### src/rtl/serial_frame_deserializer.sv
// Serial frame receiver: start bit, WIDTH data bits LSB-first, optional even parity, stop bit.
// Define PARITY_EN to insert the parity bit and enable parity_err.
module serial_frame_deserializer #(
  parameter int WIDTH = 8
) (
  input  logic             clk,
  input  logic             rst_n,
  input  logic             din,
  input  logic             din_en,
  output logic [WIDTH-1:0] dout,
  output logic             dout_valid,
  input  logic             dout_ready,
  output logic             busy,
  output logic             frame_err,
  output logic             overrun,
  output logic             parity_err
);

  localparam int CNT_W = $clog2(WIDTH);
  localparam logic [CNT_W-1:0] CNT_LAST = CNT_W'(WIDTH - 1);

`ifdef PARITY_EN
  typedef enum logic [1:0] {IDLE, DATA, PARITY, STOP} state_t;
`else
  typedef enum logic [1:0] {IDLE, DATA, STOP} state_t;
`endif

  state_t           state;
  logic [CNT_W-1:0] cnt;
  logic [WIDTH-1:0] shreg;

`ifdef PARITY_EN
  logic perr;

  // Even parity: data bits plus parity bit must hold an even number of ones.
  function automatic logic parity_mismatch(input logic par_bit, input logic [WIDTH-1:0] word);
    return par_bit ^ (^word);
  endfunction
`else
  assign parity_err = 1'b0;
`endif

  always_ff @(posedge clk or negedge rst_n) begin
    if (!rst_n) begin
      state      <= IDLE;
      cnt        <= '0;
      shreg      <= '0;
      dout       <= '0;
      dout_valid <= 1'b0;
      busy       <= 1'b0;
      frame_err  <= 1'b0;
      overrun    <= 1'b0;
`ifdef PARITY_EN
      perr       <= 1'b0;
      parity_err <= 1'b0;
`endif
    end else begin
      frame_err <= 1'b0;
      overrun   <= 1'b0;
`ifdef PARITY_EN
      parity_err <= 1'b0;
`endif
      if (dout_valid && dout_ready)
        dout_valid <= 1'b0;

      if (din_en) begin
        case (state)
          IDLE: begin
            if (!din) begin
              state <= DATA;
              cnt   <= '0;
              busy  <= 1'b1;
            end
          end
          DATA: begin
            shreg[cnt] <= din;
            if (cnt == CNT_LAST) begin
              cnt <= '0;
`ifdef PARITY_EN
              state <= PARITY;
`else
              state <= STOP;
`endif
            end else begin
              cnt <= cnt + 1'b1;
            end
          end
`ifdef PARITY_EN
          PARITY: begin
            perr  <= parity_mismatch(din, shreg);
            state <= STOP;
          end
`endif
          STOP: begin
            // The stop-bit strobe always ends the frame; a low stop bit is never a new start.
            state <= IDLE;
            busy  <= 1'b0;
            if (!din)
              frame_err <= 1'b1;
`ifdef PARITY_EN
            else if (perr)
              parity_err <= 1'b1;
`endif
            else if (!dout_valid || dout_ready) begin
              dout       <= shreg;
              dout_valid <= 1'b1;
            end else
              overrun <= 1'b1;
          end
          default: begin
            state <= IDLE;
            busy  <= 1'b0;
          end
        endcase
      end
    end
  end

endmodule
### config.mk
export PLATFORM = sky130hd
export DESIGN_NAME = serial_frame_deserializer
export DESIGN_NICKNAME = d
export VERILOG_FILES = /design/src/rtl/serial_frame_deserializer.sv
export SDC_FILE = /design/constraint.sdc
export NUM_CORES = 1
export LEC_CHECK = 0
export CORE_MARGIN = 2
export CORE_UTILIZATION = 60
export CTS_BUF_LIST = sky130_fd_sc_hd__clkbuf_8
export CTS_CLUSTER_DIAMETER = 50
export DETAILED_ROUTE_END_ITERATION = 10
export DONT_BUFFER_PORTS = 1
export PLACE_DENSITY = 0.85
export SYNTH_ARGS = -nofsm -noshare
export SYNTH_HDL_FRONTEND = slang
export SYNTH_SLANG_ARGS = --single-unit
export TNS_END_PERCENT = 100
### constraint.sdc
create_clock -name clk -period 3.6 [get_ports clk]
set_clock_uncertainty 0.05 [all_clocks]
set_input_delay 0.54 -clock clk [delete_from_list [all_inputs] [get_ports clk]]
set_output_delay 0.54 -clock clk [all_outputs]
set_load 0.02 [all_outputs]
==> results.toml <==
[sta]
maxSlewHeadroom_pct = 26.4
worst_pin_slew_ps = 1100
tns_ps = 0
max_freq_mhz = 549
fin_crit_ps = 1820
fin_hold_ws_ps = 301
finalSetupViolations = 0
period_share_pct = 50.6
finalHoldViolCount = 0
finalWorstSetupSlack_ps = 1780
slew_viol_final = 0
rsz0062_at_grt = "false"

[routing]
drc_errors = 0
drt_pass1_iterations = 4
vias_per_cell = 5.87
wirelength_microns = 1610
num_vias = 616
ant_nets = 0
avgRoutedWirePerCell_microns = 15.3
dr.first_iter.drc_count = 15

[critical_path]
path_delay_family = "simple AND/OR/NAND/NOR gates"
reg2reg_from = "state[0]"
critPathKind = "flip-flop to flip-flop"
crit_path_end = "dout[4]"
crit_chain = "nand4b_1, nor2b_1, mux2_1"
reg2reg_slack_ps = 1780
critPathRequiredTime_ps = 3700
crit_path_max_incr_delay_ps = 580
path_buf_inv = 0
path_depth = 3
critPathMaxFanout = 8
startpoint = "state[0]"
reg2reg_depth = 3
cp.arrival_ps = 1920
critPathLaunchType = "flip-flop"
crit_slowest_cell = "nor2b_1"
rr_endpoint = "dout[4]"
cp-end-kind = "flip-flop"

[grt]
grt-busiest-layer = "met2"
grt_antenna_before_repair = 0
met3_usage_pct = 3.92
met2_usage_pct = 25.8
grtUsageMet1_pct = 24.7
grt_max_degree = 26
grtUsageTotal_pct = 18.1
grt_pass1_vias = 565
grt_pass1_wl_microns = 2620
grt_overflow = 0

[logic_synthesis]
syn_area_sq_um = 1070
ys_top_cells_by_area = "dfrtp_1 58%, mux2_1 14%, mux2_2 3.1%"
synth_top_area_share_pct = 58.3
synth_cell_types = 25
syn_inst = 80
syn_nets = 87
synth-seq-area-share_pct = 58.3
postSynthAreaPerCell_sq_um = 13.4
ys_ff_latch = 25
synth_top_area_cell = "dfrtp_1"
yosysWarningCount = 0

[layout]
diodes = 0
final_cells = 105
multiInputGateArea_sq_um = 398
final_cell_mix = "25 x dfrtp_1, 13 x mux2_1, 4 x nor2_1"
nFillCells = 132
register_area_sq_um = 626
final_common_cell = "dfrtp_1"
nNetsFinal = 88
drive_gt1_share_pct = 10.0
areaGrowthSynthToFinish_pct = 4.20
post-route-util_pct = 65.5

[pwr]
p_per_area_nw_per_um2 = 667
leakage_nw = 0.535
ir_worst_vdd_v = 0.000384

[clocking]
ctsResizeCount = 0
post_cts_buffers = 0
cts_buffers = 3
clock-sinks = 25
root_buffer = "clkbuf_8"
cts_max_path_buffers = 2
cts_htree_levels = 1
ctsHoldBuffers = 1
insertion_delay_ps = 260
cts_tree = "built"
clk_pin_slew_worst_paths_ps = 80

[place]
dp_cells = 100
dp_slack_ps = 1710
place_hpwl_microns = 1120
port_buffers = 0
gp_congestion = 0.710

[floorplanning]
die_y_microns = 46.3
start_util_pct = 62.9
die_area_sq_um = 2140
coreArea_sq_um = 1710
rows = 15
io_pins = 18
fp.dieW_microns = 46.3

[run_status]
status = "completed"

[hold_path]
hold_path.class = "input pin to flip-flop"

[flow_run]
max_cap_viol_count = 0
[cell families (layout without fill, tap and decap cells)]
| group | count (synthesis) | count (layout) | synth area share (%) |
|---|---|---|---|
| and+or+nand+nor | 20 | 20 | 11.7 |
| other | 1 | 1 | 0.349 |
| muxes | 16 | 16 | 16.8 |
| DFF | 25 | 25 | 58.3 |
| adders and majority gates | 2 | 2 | 2.33 |
| buffers and inverters | 7 | 7 | 4.66 |
| AOI/OAI and AO/OA | 9 | 9 | 5.94 |
[cells in the mapped netlist (all sizes together)]
cell,number
and4bb,1
inv,2
mux2,16
nand2,3
nor2,4
nand3b,2
dfrtp,25
buf,5
and3,1
o211ai,1
a22o,3
a32o,1
conb,1
nand4b,3
nand3,2
and3b,1
nor2b,1
ha,2
nand2b,1
a21oi,2
o21ai,2
nand4,1
[metal layers]
metal | share of wire, % | wire, microns
met1 | 45 | 719
met2 | 49 | 786
met3 | 4.7 | 75
met4 | 1.8 | 29
met5 | 0 | 0
[where the power goes]
part / internal (W) / total [W] / switching (W)
clock: 0.0000773 / 0.000162 / 0.0000845
combinational: 0.0000829 / 0.000141 / 0.0000580
sequential: 0.000356 / 0.000443 / 0.0000867
[flip-flops by register name, indices dropped and copies added (netlist names)]
signal,count
overrun,1
dout_valid,1
shreg,8
dout,8
frame_err,1
cnt,3
busy,1
state,2
[area by class of cell]
type / count / share of cell area [%]
clock buffer: 3 / 3.69
clock inverter: 1 / 0.447
inverter: 2 / 0.671
multi-input combinational: 48 / 35.6
sequential: 25 / 55.9
tap: 25 / 2.80
timing repair buffer: 1 / 0.895
[worst min path at each step]
stage | startpoint | slack [ps] | cells past startpoint | to
5_1_grt | din_en | 290 | 1 | busy
3_5_place_dp | rst_n | 200 | 0 | dout[0]
3_3_place_gp | rst_n | 200 | 0 | dout[4]
4_1_cts | din_en | 300 | 1 | busy
2_1_floorplan | rst_n | 190 | 0 | busy
6_report | din_en | 300 | 1 | busy
[through the flow]
step	instance area (sq um)	total power, W
after floorplan	1070	0.000557
after global placement	1060	0.000572
after detailed placement	1060	0.000584
after CTS	1120	0.000751
after global routing	1120	0.000797
final	1120	0.000746
Note: power is estimated with default switching activity, not from simulation.
